===== src/rtl/basic_loops_ctrl.sv =====
// Frame sequencer around one basic_loops HLS core: streams a 16-byte frame into a
// local buffer, serves it on the core's A port, runs the core and returns ap_return.
module basic_loops_ctrl #(
   parameter int unsigned TIMEOUT = 1023
) (
   input  logic        ap_clk,
   input  logic        ap_rst_n,
   input  logic [7:0]  s_data,
   input  logic        s_valid,
   output logic        s_ready,
   output logic [12:0] r_data,
   output logic        r_err,
   output logic        r_valid,
   input  logic        r_ready,
   output logic        core_rst,
   output logic        core_start,
   input  logic        core_done,
   input  logic        core_idle,
   input  logic        core_ready,
   input  logic [12:0] core_return,
   input  logic [3:0]  core_A_address0,
   input  logic        core_A_ce0,
   output logic [7:0]  core_A_q0,
   output logic        busy
);
   typedef enum logic [2:0] {IDLE, LOAD, START, WAIT, RESULT, FLUSH} state_t;
   typedef struct packed {
      logic        err;
      logic [12:0] data;
   } res_t;

   localparam logic [9:0] TMO = 10'(TIMEOUT);

   state_t     state_q, state_d;
   logic [7:0] mem [16];
   logic [3:0] wptr_q;
   logic [9:0] wdog_q;
   logic       start_q, tmo_q;
   res_t       res_q, res_d;
   logic       s_fire, res_cap, start_set, start_clr;

   assign s_ready    = (state_q == LOAD);
   assign s_fire     = s_ready & s_valid;
   assign busy       = (state_q != LOAD);
   assign r_valid    = (state_q == RESULT);
   assign r_data     = res_q.data;
   assign r_err      = res_q.err;
   assign core_start = start_q;
   assign core_rst   = ~ap_rst_n;

   always_comb begin
      state_d   = state_q;
      res_d     = res_q;
      res_cap   = 1'b0;
      start_set = 1'b0;
      start_clr = 1'b0;
      case (state_q)
         IDLE: state_d = LOAD;
         LOAD: begin
            if (s_fire && wptr_q == 4'hF) begin
               state_d   = START;
               // after an abort the core may still be busy; hold ap_start until it idles
               start_set = ~tmo_q | core_idle;
            end
         end
         START: begin
            if (!start_q) begin
               start_set = core_idle;
            end else if (core_ready) begin
               start_clr = 1'b1;
               if (core_done) begin
                  res_cap = 1'b1;
                  res_d   = '{err: 1'b0, data: core_return};
                  state_d = RESULT;
               end else begin
                  state_d = WAIT;
               end
            end
         end
         WAIT: begin
            if (core_done) begin
               res_cap = 1'b1;
               res_d   = '{err: 1'b0, data: core_return};
               state_d = RESULT;
            end else if (wdog_q == TMO) begin
               res_cap = 1'b1;
               res_d   = '{err: 1'b1, data: 13'd0};
               state_d = RESULT;
            end
         end
         RESULT: if (r_ready) state_d = LOAD;
         FLUSH:  state_d = START;
         default: state_d = IDLE;
      endcase
   end

   always_ff @(posedge ap_clk or negedge ap_rst_n) begin
      if (!ap_rst_n) begin
         state_q   <= IDLE;
         wptr_q    <= 4'd0;
         wdog_q    <= 10'd0;
         start_q   <= 1'b0;
         tmo_q     <= 1'b0;
         res_q     <= '0;
         core_A_q0 <= 8'd0;
      end else begin
         state_q <= state_d;
         if (s_fire) wptr_q <= wptr_q + 4'd1;
         wdog_q <= (state_q == WAIT) ? wdog_q + 10'd1 : 10'd0;
         if (start_set)      start_q <= 1'b1;
         else if (start_clr) start_q <= 1'b0;
         if (res_cap)        tmo_q <= res_d.err;
         else if (start_set) tmo_q <= 1'b0;
         if (res_cap) res_q <= res_d;
         if (core_A_ce0) core_A_q0 <= mem[core_A_address0];
      end
   end

   // buffer is deliberately not reset; writes only happen in LOAD
   always_ff @(posedge ap_clk) begin
      if (s_fire) mem[wptr_q] <= s_data;
   end

endmodule

===== config.mk =====
export PLATFORM = sky130hd
export DESIGN_NAME = basic_loops_ctrl
export DESIGN_NICKNAME = d
export VERILOG_FILES = /design/src/rtl/basic_loops_ctrl.sv
export SDC_FILE = /design/constraint.sdc
export NUM_CORES = 1
export LEC_CHECK = 0
export ABC_AREA = 1
export BUFFER_PORTS_ARGS = -buffer_cell sky130_fd_sc_hd__buf_2
export CAP_MARGIN = 20
export CORE_UTILIZATION = 59
export DETAILED_ROUTE_END_ITERATION = 6
export HOLD_SLACK_MARGIN = 0.05
export PLACE_DENSITY = 0.79
export SLEW_MARGIN = 20
export SYNTH_ARGS = -nofsm -noshare
export SYNTH_HDL_FRONTEND = slang
export SYNTH_SLANG_ARGS = --single-unit
export TNS_END_PERCENT = 1

===== constraint.sdc =====
create_clock -name ap_clk -period 2.7 [get_ports ap_clk]
set_clock_uncertainty 0.2 [all_clocks]
set_input_delay 0.27 -clock ap_clk [delete_from_list [all_inputs] [get_ports ap_clk]]
set_output_delay 0.27 -clock ap_clk [all_outputs]
set_load 0.02 [all_outputs]

# ---- Yosys cells after proc, flatten, opt, wreduce, memory -nomap -nowiden
# Memory sizes are Yosys's and may differ from the RTL's. A register that Yosys moved wholly into a read port is not among the register bits.
# Cells that the tools add are included.
dict set report word_totals {
  ff_bits 33
  ram_bits 128
  in_bits 33
  output_inout_bits 27
  wordCells 69
  mem_count 1
}
dict set report classes {
  addsub 2
  n_eq_ne 14
  muxes 33
  n_bitwise 4
  n_reduce_logical 8
}
# name depth word_bits rd rd_clocked_by_memory_dff write_ports line_no
set memory_table {}
lappend memory_table {mem 16 8 1 1 1 35} ;# logic [7:0] mem [16];
# cell n
set op_table {}
lappend op_table {{14-bit 2-to-1 mux} 5}
lappend op_table {{14-bit case mux with 2 select lines} 1}
lappend op_table {{3-bit 2-to-1 mux} 7}
lappend op_table {{3-bit case mux with 6 select lines} 1}
lappend op_table {{1-bit 2-to-1 mux} 16}
lappend op_table {{10-bit by 1-bit adder with 10-bit output, second input constant} 1}
lappend op_table {{10-bit == test, second input constant} 1}
lappend op_table {{10-bit 2-to-1 mux} 1}
lappend op_table {{3-bit by 2-bit == test with 1-bit output, second input constant} 2}
lappend op_table {{3-bit == test, second input constant} 2}
lappend op_table {{2-bit != test, second input constant} 3}
lappend op_table {{6-bit AND reduction} 1}
lappend op_table {{2-bit nonzero test} 3}
lappend op_table {{5-bit AND reduction} 1}
lappend op_table {{4-bit by 1-bit adder with 4-bit output, second input constant} 1}
lappend op_table {{4-bit == test, second input constant} 1}
lappend op_table {{2-bit by 1-bit != test with 1-bit output, second input constant} 2}
lappend op_table {{1-bit case mux with 2 select lines} 2}
lappend op_table {{3-bit by 1-bit == test with 1-bit output, second input constant} 1}
lappend op_table {{3-bit zero test} 1}
lappend op_table {{3-bit by 1-bit != test with 1-bit output, second input constant} 1}
lappend op_table {{3-bit != test, second input constant} 1}
lappend op_table {{1-bit inverter} 2}
lappend op_table {{1-bit bitwise AND} 1}
lappend op_table {{3 further kinds} 3}

# ---- Longest topological paths before layout
# Gate-level depths: netlist of the first run.
dict set report depth {
  ltp_word 7
  mapped_depth 10
  depth_no_buf 9
}

# ---- Worst setup path before layout of the first run
# Ideal clock, no wire load.
dict set report synth_timing {
  path_kind {register to register}
  from {register state_q[1]}
  to {memory mem[7][0], enable pin}
  setup_time_ns 0.383
  arrival_ns 1.574
  required_time_ns 2.117
  path_slack_ns 0.543
  stages_incl_launch_ff 6
  path_buffers 0
  synth_period_minus_slack_ns 2.157
  cell_sequence {dfrtp_1 inv_1 nand3_2 nor2_4 inv_1 nor3_1}
}
dict set report synth_via {
  elab_chain_len 4
}
# item line_no
set synth_rtl {}
lappend synth_rtl {{start: declaration} 34} ;# state_t state_q, state_d;
lappend synth_rtl {{start signal: assignment} 107} ;# state_q <= state_d;
lappend synth_rtl {{3-bit by 1-bit == test with 1-bit output} 42} ;# assign s_ready = (state_q == LOAD);
lappend synth_rtl {{1-bit bitwise AND} 43} ;# assign s_fire = s_ready & s_valid;
lappend synth_rtl {{1-bit 2-to-1 mux} 121} ;# if (s_fire) mem[wptr_q] <= s_data;
lappend synth_rtl {{1-bit 2-to-1 mux (not written as such)} 121}
lappend synth_rtl {{end: declaration} 35}
# No other way between the ends.

# ---- Final worst setup path of the first run
dict set report layout_timing {
  from {register state_q[1]}
  to {memory mem[10][6], enable pin}
}
# The elaborated chain is that of the path after synthesis.

==> metrics.yaml, run 1 <==
post_cts_buffers: 0
drt-pass1-iter-count: 5
hold_buffers: 30
period_needed_ns: 2.37
final-hold-violation-count: 0
p_leak_nw: 3.59
cts_buffers: 17
cts-root-buf: "clkbuf_16"
cts_tree: "yes"
synthTopCellsByArea: "edfxtp_1 (53%), dfrtp_1 (14%), nand2_1 (12%), nand3_1 (8.3%), buf_6 (2.0%)"
syn_area_per_cell_sq_um: 10.8
arrival_ns: 2.23
cp-end-kind: "register"
grt_max_degree: 65
cts_resized: 0
ys_seq_area_share_pct: 67.0
fp.dieH_um: 113
utilization_pct: 71.2
num_vias: 5402
start_util_pct: 60.5
core_sq_um: 12000
grt_overflow_total: 0
grt_pass1_wl_um: 26700
rsz0062_at_grt: "no"
htreeDepth: 4
synth_edf_count: 128
crit_path_start_kind: "register"
hpwl_um: 10400
crit_fanout: 10
syn_inst: 675
netlist.top_cell.by_area: "edfxtp_1"
synth_top_cells_by_count: "nand2_1 (231), edfxtp_1 (128), nand3_1 (120)"
area_delta_synth_final_pct: 17.7
maxCapViolations: 0
cts_buffer_depth: 2
synth.distinct_cells: 27
fin_tns_setup_ns: 0
synth-async-reset-ratio_pct: 24.3
ios: 60
ant_nets: 0
clock_latency_ns: 0.44
internal-power_mw: 5.11
post_drt_wl_per_cell_um: 18.6
syn_area_sq_um: 7260
p_per_area_nw_per_um2: 846
relSlewSlack_pct: 44.6
synth_top_area_share_pct: 52.9
fill_cells: 775
drtIter0Drc: 680
synthesis.nets: 713
num_rows: 40
die_width_um: 113
routed_wl_um: 17100
synth.most_common_cell: "nand2_1"
drcViolationCount: 0
ys_seq_elements: 169
fin_crit_sh_pct: 87.9
yosysWarnings: 0
portBuffers: 59
die_area_sq_um: 12800
p_sw_mw: 2.12
pwr-share-clk_pct: 37.6
via_per_inst: 5.87
cts_num_sinks: 169
status: "completed"
vdd_ir_drop_max_mv: 0.637
grt_pass1_vias: 5177
seqPwrFrac_pct: 44.1
grt_usage_pct: 28.6
antenna_found_initial: 0
pwr-share-comb_pct: 18.3
synth-main-ff-cell: "edfxtp_1"
sw_frac_of_total_pct: 29.3
crit_type: "reg2reg"
diodes: 0
crit_required_ns: 2.56
max_freq_mhz: 421
setup-violations-final: 0
finalMaxSlewViolations: 0
gp_congestion: 0.882
drive_gt1_share_pct: 16.3
worst_pin_slew_ns: 0.827
nNetsFinal: 798
cts.clk_slew.worst_paths_ns: 0.07
hp-class: "in2reg"
[critical path: stages (launching register included)]
cell,delay (ns)
dfrtp_1,0.39
inv_1,0.11
nand3_2,0.16
nor2_4,0.26
nand2_1,0.19
nor2_1,0.67
[stage by stage]
step	setup slack [ns]	instances	area, sq um	hold slack, ns	total power, mW
global route	0.232	920	8550	0.0620	7.50
finish	0.327	920	8550	0.0665	7.23
CTS	0.395	920	8550	0.0516	7.20
floorplan	0.543	675	7260	-0.226	4.07
detailed placement	0.426	858	7580	0.212	4.46
global placement	0.544	858	7580	0.197	4.40
[cell families after synthesis]
family	after synthesis	share of synthesized area, %
AND/OR/NAND/NOR	413	25.4
flip-flops	169	67.0
buffers and inverters	64	4.87
AO/OA/AOI/OAI	22	1.60
adder cells (fa/ha/maj)	5	0.861
XOR/XNOR	2	0.241
[layout by cell type (no fill, tap or decap), drive strengths merged]
cell type	instances
nand2	238
nand3	132
edfxtp	128
buf	66
dfrtp	41
inv	39
nor2	33
dlygate4sd3	30
clkbuf	17
o21ai	11
a21oi	10
nor3	6
ha	5
bufinv	5
clkinv	4
xor2	2
nand4	2
nor4	1
o31ai	1
or2	1
clkinvlp	1
[final cells by class]
| cell class | instances | area (sq um) | area share (%) |
|---|---|---|---|
| clock inverters | 15 | 240 | 2.81 |
| flip-flops and latches | 169 | 4870 | 57.0 |
| clock buffers | 17 | 425 | 4.98 |
| multi-input cells | 442 | 2040 | 23.9 |
| repair buffers | 96 | 661 | 7.73 |
| well taps | 147 | 184 | 2.15 |
| inverters | 34 | 128 | 1.49 |
[registers in the layout, summed over array words and instances, names as in the netlist]
| register | flops |
|---|---|
| mem | 128 |
| core_start | 1 |
| core_A_q0 | 8 |
| wptr_q | 4 |
| tmo_q | 1 |
| r_err | 1 |
| state_q | 3 |
| r_data | 13 |
| wdog_q | 10 |
[per-layer routing]
| metal | routed length [um] | part of all wire (%) | global-route usage [%] | vias up |
|---|---|---|---|---|
| met5 | 0 | 0 | 0 | - |
| met2 | 8450 | 49 | 45.8 | 308 |
| met4 | 450 | 2.6 | 13.3 | 0 |
| li1 | - | - | - | 2458 |
| met3 | 1710 | 10 | 7.18 | 41 |
| met1 | 6500 | 38 | 37.3 | 2595 |
[worst paths after layout]
| kind | from | slack, ns | cells past startpoint | endpoint |
|---|---|---|---|---|
| hold reg to reg | wdog_q[0] | 0.26 | 1 | wdog_q[0] |
| hold / removal | s_data[4] | 0.07 | 1 | mem[7][4] |
| min in group asynchronous | ap_rst_n | 0.28 | 3 | core_A_q0[6] |
| setup reg to reg | state_q[1] | 0.33 | 5 | mem[10][6] |
| max in group asynchronous | ap_rst_n | 1.63 | 3 | state_q[2] |
| setup / recovery | state_q[1] | 0.33 | 5 | mem[10][6] |
[power groups by stage]
| stage | clock network [mW] | logic, mW | registers, mW |
|---|---|---|---|
| final | 2.72 | 1.32 | 3.19 |
| after floorplan | 0 | 0.722 | 3.35 |
| after CTS | 2.73 | 1.29 | 3.17 |
| after global placement | 0 | 1.19 | 3.21 |
| after detailed placement | 0 | 1.23 | 3.23 |
| after global routing | 2.84 | 1.45 | 3.21 |
Power figures use the tool's default switching activity.
==> run 2, diff against run 1 <==
--- a/config.mk
+++ b/config.mk
@@ -5,9 +5,9 @@
 export SDC_FILE = /design/constraint.sdc
 export NUM_CORES = 1
 export LEC_CHECK = 0
-export ABC_AREA = 1
 export BUFFER_PORTS_ARGS = -buffer_cell sky130_fd_sc_hd__buf_2
 export CAP_MARGIN = 20
+export CORE_MARGIN = 1
 export CORE_UTILIZATION = 59
 export DETAILED_ROUTE_END_ITERATION = 6
 export HOLD_SLACK_MARGIN = 0.05
==> metrics.yaml, run 2 <==
status: "completed"
grt_usage_pct: 25.8  # -2.9 points
hp-class: "in2reg"
synth-async-reset-ratio_pct: 24.3  # unchanged
synth-simple-area-share_pct: 7.54  # -18 points
syn_inst: 420  # -38%
cts_tree: "yes"
post_drt_wl_per_cell_um: 21.1  # +13%
cpPeakStageDelay_ns: 0.52  # -0.15 ns
cp.buffers_inverters: 0  # -1
gp_congestion: 0.805  # -8.7%
drive_gt1_share_pct: 25.5  # +9.2 points
reg2reg_depth: 4  # -1
hold_path_startpoint: "core_done"
start_util_pct: 61.9  # +1.4 points
clock_latency_ns: 0.42  # -0.02 ns
diodes: 0  # unchanged
num_rows: 38  # -5.0%
cp_top_family: "simple AND/OR/NAND/NOR gates"
grt_overflow_total: 0  # unchanged
crit_path_start_kind: "register"
cts-root-buf: "clkbuf_16"
syn_area_per_cell_sq_um: 16.3  # +52%
synth.distinct_cells: 42  # +56%
fin_hold_ws_ns: 0.0931  # +0.0266 ns
hpwl_um: 8840  # -15%
synthesis.nets: 458  # -36%
syn_area_sq_um: 6860  # -5.6%
grt_pass1_vias: 4094  # -21%
synth_edf_count: 128  # unchanged
arrival_ns: 2.13  # -0.10 ns
num_vias: 4012  # -26%
core_sq_um: 11100  # -7.8%
period_needed_ns: 2.26  # -0.116 ns
fin_crit_sh_pct: 83.6  # -4.3 points
maxCapViolations: 0  # unchanged
layout_commonest_cell: "edfxtp_1"
routed_wl_um: 14200  # -17%
synth-xor-area-share_pct: 1.15  # +0.91 points
cp-end-kind: "register"
ys_seq_elements: 169  # unchanged
cts_buffer_depth: 2  # unchanged
ios: 60  # unchanged
grt_max_degree: 42  # -35%
synth_top_family_by_area: "multiplexers"
worst_pin_slew_ns: 0.758  # -0.0695 ns
htreeDepth: 4  # unchanged
whs_path_depth: 4  # +3
fill_cells: 626  # -19%
finalMaxSlewViolations: 0  # unchanged
largest_reg_flops: 128  # unchanged
synth_mux_area_share_pct: 11.8  # +12 points
crit_path_cell_trace: "nor3b_2 > nand2_1 > nor3b_2 > and2_1"
vdd_ir_drop_max_mv: 0.560  # -12%
cts.clk_slew.worst_paths_ns: 0.06  # about the same
crit_required_ns: 2.58  # +0.02 ns
netlist.top_cell.by_area: "edfxtp_1"
relSlewSlack_pct: 49.1  # +4.5 points
cts_resized: 0  # unchanged
layout_setup_ws_ns: 0.443  # +0.116 ns
synth_top_area_share_pct: 56.1  # +3.1 points
layout_common_cells: "edfxtp_1 (128), buf_2 (59), dfrtp_1 (41), nand2_1 (38)"
fp.dieH_um: 110  # -2.8%
setup-violations-final: 0  # unchanged
min_delay_worst_endpoint: "state_q[1]"
drt-pass1-iter-count: 4  # -1
r2r-end: "mem[11][4]"
cpMaxStageDelayCell: "dfrtp_1"
antenna_found_initial: 0  # unchanged
regToRegStartpoint: "state_q[1]"
synth-main-ff-cell: "edfxtp_1"
synth.most_common_cell: "edfxtp_1"
crit_fanout: 12  # +2
max_freq_mhz: 443  # +5.1%
pre_cts_ws_ns: 0.447  # +0.0213 ns
grt_pass1_wl_um: 21700  # -19%
via_per_inst: 5.95  # +1.4%
reg2reg_slack_ns: 0.44  # +0.12 ns
cts_buffers: 17  # unchanged
synth_compound_area_share_pct: 5.06  # +3.5 points
final-hold-violation-count: 0  # unchanged
drtIter0Drc: 274  # -60%
synthTopCellsByArea: "edfxtp_1 (56%), dfrtp_1 (15%), mux4_2 (8.5%), mux2i_1 (3.2%), nand2_1 (2.1%)"
area_delta_synth_final_pct: 19.7
rsz0062_at_grt: "no"
fin_tns_setup_ns: 0  # unchanged
nNetsFinal: 560  # -30%
total_power_mw: 6.74  # -6.8%
synth_adder_area_share_pct: 0.913  # +0.051 points
cts_num_sinks: 169  # unchanged
synth_top_cells_by_count: "edfxtp_1 (128), dfrtp_1 (41), nand2_1 (38)"
ant_nets: 0  # unchanged
hold_buffers: 26  # -13%
p_leak_nw: 3.11  # -13%
crit_type: "reg2reg"
portBuffers: 59  # unchanged
yosysWarnings: 0  # unchanged
die_area_sq_um: 12100  # -5.5%
drcViolationCount: 0  # unchanged
post_cts_buffers: 0  # unchanged
ys_seq_area_share_pct: 71.0  # +4.0 points
cp_common_cell: "nor3b_2"
top_register: "mem"
die_width_um: 110  # -2.8%
p_per_area_nw_per_um2: 821  # -2.9%
==> run 2: cell count changes after synthesis, moves of 7 or more <==
| cell | before | now |
|---|---|---|
| nand2_1 | 231 | 38 |
| nand3_1 | 120 | 3 |
| mux4_2 | 0 | 26 |
| mux2i_1 | 0 | 22 |
| nor2_1 | 28 | 15 |
| o21ai_0 | 9 | 22 |
| inv_1 | 30 | 18 |
| nand3_2 | 12 | 0 |
| buf_6 | 13 | 3 |
| o221ai_1 | 0 | 7 |
==> run 2: per-layer routing <==
metal / vias to the layer above / part of all wire (%) / GRT usage [%]
li1: 1821 / - / -
met1: 2003 / 41 / 31.5
met2: 153 / 50 / 43.3
met3: 35 / 6.0 / 6.05
met4: 0 / 2.9 / 12.9
met5: - / 0 / 0
==> run 2: cell type report <==
class | count | area [sq um] | share of cell area (%)
clock inverters | 14 | 158 | 1.92
repair buffers | 103 | 703 | 8.57
multi-input cells | 213 | 1810 | 22.1
flip-flops and latches | 169 | 4870 | 59.3
clock buffers | 17 | 425 | 5.18
well taps | 140 | 175 | 2.13
inverters | 18 | 67.6 | 0.823
==> run 2: worst max path at each step <==
stage,cells past startpoint,end,startpoint
6_report,4,mem[11][4],state_q[1]
5_1_grt,4,mem[11][6],state_q[1]
4_1_cts,4,mem[11][6],state_q[1]
3_5_place_dp,4,mem[11][7],state_q[1]
3_3_place_gp,5,core_A_q0[3],core_A_address0[1]
2_1_floorplan,4,mem[0][0],state_q[1]
==> run 2: worst register-to-register path, cell delays in order, from the launching register on <==
cell	delay [ns]
dfrtp_1	0.52
nor3b_2	0.30
nand2_1	0.18
nor3b_2	0.29
and2_1	0.41
==> run 2: through the flow <==
stage,utilization (%),area (sq um),std cells
after global routing,74.1,8210,674
final,74.1,8210,674
after global placement,66.4,7360,616
after CTS,74.0,8200,673
after detailed placement,66.4,7360,616
after floorplan,-,6860,420
==> run 2: cells by family after synthesis <==
logic type      Yosys count
flops                   169
simple gates             97
compound gates           54
mux                      48
buf+inv                  38
xor+xnor                  9
fa+ha+maj                 5
==> run 2: power breakdown <==
group          leakage [nW]  switching (mW)  internal (mW)
sequential             1.68           0.204           3.02
combinational          1.16           0.703          0.429
clock                 0.279           0.954           1.44
